$ cat src/rtl/hazard_ctrl.sv
// hazard_ctrl: Tuse/Tnew data-hazard and mult/div busy stall controller
// with a saturating stall-cycle counter for performance debug.
module hazard_ctrl #(
  parameter int MULT_CYC = 5,
  parameter int DIV_CYC  = 10,
  parameter int CNT_W    = 4
) (
  input  logic        CLK,
  input  logic        reset,
  input  logic [4:0]  D_rs,
  input  logic [4:0]  D_rt,
  input  logic [1:0]  D_Tuse_rs,
  input  logic [1:0]  D_Tuse_rt,
  input  logic        D_is_md,
  input  logic [4:0]  E_A3,
  input  logic        E_RegWrite,
  input  logic [1:0]  E_Tnew,
  input  logic [4:0]  M_A3,
  input  logic        M_RegWrite,
  input  logic [1:0]  M_Tnew,
  input  logic        md_start,
  input  logic        md_is_div,
  output logic        PC_EN,
  output logic        IFID_EN,
  output logic        NOP_CLR,
  output logic        md_busy,
  output logic        md_done,
  output logic [15:0] stall_cnt
);
  logic [CNT_W-1:0] cnt_q, cnt_d;
  logic             md_done_q, md_done_d;
  logic [15:0]      stall_cnt_q, stall_cnt_d;
  logic             stall_rs, stall_rt, stall_md, stall;

  always_comb begin
    stall_rs = (D_rs != 5'd0) &&
               ((E_RegWrite && E_A3 == D_rs && D_Tuse_rs < E_Tnew) ||
                (M_RegWrite && M_A3 == D_rs && D_Tuse_rs < M_Tnew));
    stall_rt = (D_rt != 5'd0) &&
               ((E_RegWrite && E_A3 == D_rt && D_Tuse_rt < E_Tnew) ||
                (M_RegWrite && M_A3 == D_rt && D_Tuse_rt < M_Tnew));
    md_busy  = md_start | (cnt_q != '0);
    stall_md = D_is_md & md_busy;
    stall    = (stall_rs | stall_rt | stall_md) & ~reset;
    PC_EN    = ~stall;
    IFID_EN  = ~stall;
    NOP_CLR  = stall;
    // a start is only accepted when idle; otherwise the counter just drains
    cnt_d = reset ? '0 :
            (md_start && cnt_q == '0) ? (md_is_div ? CNT_W'(DIV_CYC) : CNT_W'(MULT_CYC)) :
            (cnt_q != '0) ? cnt_q - CNT_W'(1) : cnt_q;
    md_done_d   = ~reset & (cnt_q == CNT_W'(1));
    stall_cnt_d = reset ? 16'd0 :
                  (stall && stall_cnt_q != 16'hFFFF) ? stall_cnt_q + 16'd1 : stall_cnt_q;
    md_done   = md_done_q;
    stall_cnt = stall_cnt_q;
  end

  always_ff @(posedge CLK) begin
    cnt_q       <= cnt_d;
    md_done_q   <= md_done_d;
    stall_cnt_q <= stall_cnt_d;
  end
endmodule

$ cat config.mk
export PLATFORM = sky130hd
export DESIGN_NAME = hazard_ctrl
export DESIGN_NICKNAME = d
export VERILOG_FILES = /design/src/rtl/hazard_ctrl.sv
export SDC_FILE = /design/constraint.sdc
export NUM_CORES = 1
export LEC_CHECK = 0
export ABC_AREA = 1
export BUFFER_PORTS_ARGS = -buffer_cell sky130_fd_sc_hd__buf_2
export CORE_MARGIN = 5
export CORE_UTILIZATION = 40
export DETAILED_ROUTE_END_ITERATION = 10
export PLACE_DENSITY_LB_ADDON = 0.1
export SLEW_MARGIN = 10
export SYNTH_ARGS = -nofsm -noshare
export SYNTH_HDL_FRONTEND = slang
export SYNTH_SLANG_ARGS = --single-unit
export TNS_END_PERCENT = 1
$ cat constraint.sdc
create_clock -name CLK -period 2.2 [get_ports CLK]
set_input_delay 0.11 -clock CLK [delete_from_list [all_inputs] [get_ports CLK]]
set_output_delay 0.11 -clock CLK [all_outputs]
set_load 0.1 [all_outputs]
==> results.md, run 1 <==
* Status: finished, final reports clean
* Top cell type's share of synthesized area at between 20% and 30%
* CTS Buf Count at 3
* Syn nets at ~340
* Syn. warnings at 0
* Clock Tree Buf Depth at 2
* CP max stage cell: dfxtp_2
* EDFF count, synth at 0
* Via density at approximately 4.5
* Post-Synthesis Cells at 300
* Critical-path cell list: inv_2, ha_4, nand2_4, nor2_4, clkinvlp_4, nand2_2, nand3_4, nand2_8, clkinvlp_4, buf_12
* GR Util All Layers at between 10% and 20%
* Required @ worst endpoint at 2090 ps
* Worst VDD drop at 0.256 mV
* FMAX at ~0.5 GHz
* Iteration-0 DRC count of the detailed router at 57
* Global Route met1 Usage at 18.8%
* Diode count at 0
* IO Count at 56
* Seq/Total Area, Yosys at around a quarter
* Routed WL at between 4 and 5 mm
* First-pass GRT wire length at 7.27 mm
* Min setup slack post-route at between 100 and 150 ps
* Netlist Area Pre-Place at roughly 1800 um2
* CP max FO at 13
* Routability cong. at 0.866
* Shortest period the worst path allows at 2060 ps
* RSZ-0062 raised after global routing: no
* CP startpoint kind: register
* Pwr/cell area at 658 nW/um2
* Commonest cells after routing, fill and taps aside: nand2_1 (90), buf_2 (52), inv_1 (47)
* HP Class: input port to register
* Tcrit/Tclk final at 93.6%
* Adder-cell share of the synthesized area at roughly 5.6%
* Slew @ Worst Pin at ~500 ps
* Clock-pin slew on the worst setup and hold paths at 80 ps
* Initial Util at 41.0%
* GRT met2 Usage at 23.8%
* Post-CTS Setup Inserts at 0
* CP Capture Type: output pin
* Fin nets at about 400
* Synth cell types at 32
* Final core utilization at about 52%
* Share of cells above drive strength 1 at approximately a quarter
* Worst rel slew slack at around 68%
* Root buffer cell: clkbuf_8
* Vias post-DR at ~1800
* Vias in the first global route at between 1500 and 2000
* Grt met3 use at ~3.3%
* LEAKAGE at 1.26 nW
* Initial antenna violation count at 0
* Largest family of logic cells by synthesized area: simple AND/OR/NAND/NOR gates
* Syn-to-layout area delta at 27.6%
* Worst hold slack at 115 ps
* Max-Cap Viols at 0
* Compound-cell area share of the yosys netlist at 6.45%
* Final Hold Viols at 0
* Core ar. at about 4400 um2
* Async SR Flop Fraction at 0%
* Synth Area in Simple Gates at between 40 and 50%
* # port buffers at 55
* CTS H-Tree Depth at 1
* Drt first pass iters at 4
* Die Span Y at between 70 and 80 um
* Layer with the highest usage: met2
* Insertion delay to the later sink of the worst-skew pair at between 200 and 300 ps
* Die X at 76.8 um
* Synth area leader: dfxtp_1
* CTS tree: built
* Max incr delay on CP at 340 ps
* Fin cells at ~410
* Drt wl/cell at approximately 10 um
* Grt ovf at 0
* WP data arrival at 1950 ps
* Syn avg cell area at slightly below 6 um2
* DRC viols at 0
* CTS Sinks at 21
* Slew Limit Fails at 0
* Mux cell area share after synthesis at 0%
* Final setup viols at 0
* Dpl cells at between 400 and 500
* Std-Cell Rows at 24
* Synth area leaders: dfxtp_1 (24%), nand2_1 (20%), inv_1 (11%)
* DP Worst Slack at between 300 and 400 ps
* WS Path Type: register to output pin
* Design Power at approximately 1.5 mW
* #FFs+latches synth at 21
* Hpwl dp at between 3 and 4 mm
* Worst clock skew at 6.79 ps
* Ys flop type: dfxtp_1
* Final ANT Viol Nets at 0
* Crit path top cell by count: clkinvlp_4
* DIE AREA at 5900 um2
* Xor/xnor share of the synthesized area at approximately 3.4%
* Commonest non-fill, non-tap cell in the layout: nand2_1
* Largest net degree at the start of global routing at 14
area by class of cell:
class / count / area [um2]
clock inverter: 1 / 5.00
multi-input combinational: 219 / 1190
inverter: 56 / 220
timing repair buffer: 57 / 335
sequential: 21 / 423
clock buffer: 3 / 41.3
fill: 460 / 2080
tap: 52 / 65.1
registers in the layout, indices dropped and copies added, names as in the netlist:
name       count
md_done        1
stall_cnt     16
cnt_q          4
per-layer routing:
layer	vias up	wire length (um)	part of all wire (%)
met5	-	0	0
met4	0	19	0.46
met3	2	230	5.5
met2	42	1840	44
met1	760	2060	50
li1	1038	-	-
cells by family (layout without fill, tap and decap cells):
| logic type | Yosys count | after routing |
|---|---|---|
| AND/OR/NAND/NOR | 184 | 184 |
| flip-flops | 21 | 21 |
| XOR/XNOR | 7 | 7 |
| adder cells (fa/ha/maj) | 8 | 8 |
| buffers and inverters | 60 | 117 |
| AO/OA/AOI/OAI | 20 | 20 |
Yosys cell counts, types with 5 or more instances:
master   count
xor2_1       5
nand4_1      5
inv_1       51
nand3_1     19
nor3_1       7
nor2_1      41
nand2_1     93
a21oi_1      6
dfxtp_1     21
ha_1         8
o21ai_0      6
final timing paths:
| check | from | end | slack, ps | cells past startpoint |
|---|---|---|---|---|
| min reg2reg | cnt_q[1]$_SDFFE_PP0P_ | cnt_q[1]$_SDFFE_PP0P_ | 490 | 2 |
| max | cnt_q[1]$_SDFFE_PP0P_ | NOP_CLR | 140 | 10 |
| max reg2reg | stall_cnt[1]$_SDFFE_PP0P_ | stall_cnt[11]$_SDFFE_PP0P_ | 350 | 10 |
| min | reset | cnt_q[1]$_SDFFE_PP0P_ | 120 | 2 |
power by group:
group | switching [mW] | internal [mW] | leakage [nW]
sequential | 0.0434 | 0.430 | 0.171
combinational | 0.523 | 0.249 | 1.06
clock | 0.126 | 0.126 | 0.0255
total | 0.692 | 0.804 | 1.26
stage by stage:
stage	setup TNS, ps	instance area [um2]
global route	0	2280
global placement	0	2230
detailed placement	0	2230
floorplan	-3190	1850
CTS	0	2270
finish	0	2280
repair_timing:
action,in CTS,in global routing
hold buffers,0,0
resized for setup,0,1
setup endpoints to repair,0,1
critical path, delay by kind of cell (launching register included):
family	cells	cell delay, ps
flops	1	340
fa+ha+maj	1	140
buf+inv	4	520
simple gates	5	670
(Power assumes the default switching activity.)
==> run 2, diff against run 1 <==
- CELL_PAD_IN_SITES_DETAIL_PLACEMENT: default -> 1
- CELL_PAD_IN_SITES_GLOBAL_PLACEMENT: default -> 2
- CORE_UTILIZATION: 40 -> 25
==> run 2 against run 1 <==
  * Sequential share of layout area fell by 0.36 points
  * Fmax increased by 1.2%
  * Critical path depth down 1
  * Non-clock buffer count grew 1
  * Worst hold slack got worse by 27 ps
==> results.md, run 2 (synthesis gave the netlist of run 1 again) <==
* IO Count at 56
* Dpl cells at 450
* # hold bufs at CTS at 0
* CP max stage cell: dfxtp_1
* Grt ovf at 0
* Routability cong. at ~0.78
* Die Span Y at 94.5 um
* Vias post-DR at about 1900
* WP data arrival at just under 2000 ps
* Syn-to-layout area delta at 30.1%
* CTS H-Tree Depth at 1
* CP Capture Type: output pin
* Initial antenna violation count at 0
* Critical-path cell list: nor2_1, nand2_4, nor2_4, clkinvlp_4, nand2_2, nand3_4, nand2_8, clkinvlp_4, buf_2
* Via density at about 4.2
* Commonest non-fill, non-tap cell in the layout: nand2_1
* Max incr delay on CP at about 330 ps
* CTS Buf Count at 3
* Required @ worst endpoint at 2090 ps
* Drt first pass iters at 4
* CTS tree: built
* WS Path Type: register to output pin
* Crit path top cell by count: clkinvlp_4
* Final core utilization at roughly a third
* Drt wl/cell at 11.8 um
* First-pass GRT wire length at just over 9 mm
* Iteration-0 DRC count of the detailed router at 38
* Vias in the first global route at between 1500 and 2000
* CTS resizes at 0
* Worst clock skew at between 3 and 4 ps
* Final ANT Viol Nets at 0
* DP Worst Slack at roughly 340 ps
* Final setup viols at 0
* Clock Tree Buf Depth at 2
* Tcrit/Tclk final at ~90%
* LEAKAGE at 1.26 nW
* Fin nets at 402
* Design Power at 1.51 mW
* Number of flip-flops in the largest register at 16
* CP max FO at 4
* Root buffer cell: clkbuf_8
* Pwr/cell area at around 650 nW/um2
* Largest net degree at the start of global routing at 23
* Max-Cap Viols at 0
* Final Hold Viols at 0
* Share of cells above drive strength 1 at about a quarter
* Slew @ Worst Pin at between 400 and 500 ps
* Diode count at 0
* Worst hold slack at a little under 90 ps
* Placed cell areas at 2270 um2
* Shortest period the worst path allows at a little over 2000 ps
* Slew Limit Fails at 0
* CP delay by family, top: simple AND/OR/NAND/NOR gates
* Core ar. at 6870 um2
* Post-CTS Setup Inserts at 0
* Std-Cell Rows at 30
* Commonest cells after routing, fill and taps aside: nand2_1 (90), buf_2 (53), inv_1 (47)
* Clock-pin slew on the worst setup and hold paths at around 80 ps
* CP bufs+invs at 3
* CP startpoint kind: register
* Min setup slack post-route at 165 ps
* Initial Util at 26.0%
* HP Class: input port to register
* Post-route cell area at around 2300 um2
* Worst rel slew slack at between 60% and 70%
* DIE AREA at 8930 um2
* FMAX at approximately 0.5 GHz
* Die X at about 94 um
* # port buffers at 55
* Setup TNS at 0 ps
* CTS Sinks at 21
* GR Util All Layers at between 10% and 20%
* Routed WL at 5.34 mm
* Fin cells at ~450
* Status: finished, final reports clean
* Worst VDD drop at 0.366 mV
* Insertion delay to the later sink of the worst-skew pair at 270 ps
* Hpwl dp at 4.56 mm
* RSZ-0062 raised after global routing: no
* DRC viols at 0
-- run 2: changes by cell type in the layout (fill, tap and decap cells not counted) --
cell / delta
buf_12: -1
buf_2: +1
buf_4: +1
nor2_1: +1
nor2_2: -1
-- run 2: area by class of cell --
cell class	instances	area [um2]
Inverter	56	220
Fill cell	921	4550
Tap cell	96	120
Clock inverter	1	5.00
Timing Repair Buffer	58	328
Sequential cell	21	423
Clock buffer	3	41.3
Multi-Input combinational cell	219	1180
-- run 2: routing by layer --
metal | routed length, um | track usage, % | up-vias | share of wire [%]
met4 | 17 | 1.44 | 0 | 0.32
met2 | 2260 | 19.6 | 33 | 42
met5 | 0 | 0 | - | 0
met3 | 176 | 2.63 | 2 | 3.3
li1 | - | - | 1037 | -
met1 | 2890 | 18.4 | 847 | 54
-- run 2: worst paths after layout --
kind                         startpoint                          to  slack (ps)  cells past startpoint
setup reg to reg  cnt_q[3]$_SDFFE_PP0P_  stall_cnt[11]$_SDFFE_PP0P_         370                     11
hold / removal                    reset       cnt_q[1]$_SDFFE_PP0P_          90                      2
setup / recovery  cnt_q[3]$_SDFFE_PP0P_                     NOP_CLR         160                      9
hold reg to reg   cnt_q[1]$_SDFFE_PP0P_       cnt_q[1]$_SDFFE_PP0P_         480                      2
-- run 2: worst register-to-register path: cells and delay by family, from the launching register on --
family / cells / cell delay (ps)
and+or+nand+nor: 9 / 1030
buffers and inverters: 2 / 350
DFF: 1 / 330
-- run 2: power by group --
| group | total (mW) | switching (mW) | internal [mW] |
|---|---|---|---|
| Combinational | 0.775 | 0.537 | 0.238 |
| Sequential | 0.473 | 0.0426 | 0.430 |
| Clock | 0.264 | 0.137 | 0.126 |
| Total | 1.51 | 0.717 | 0.794 |
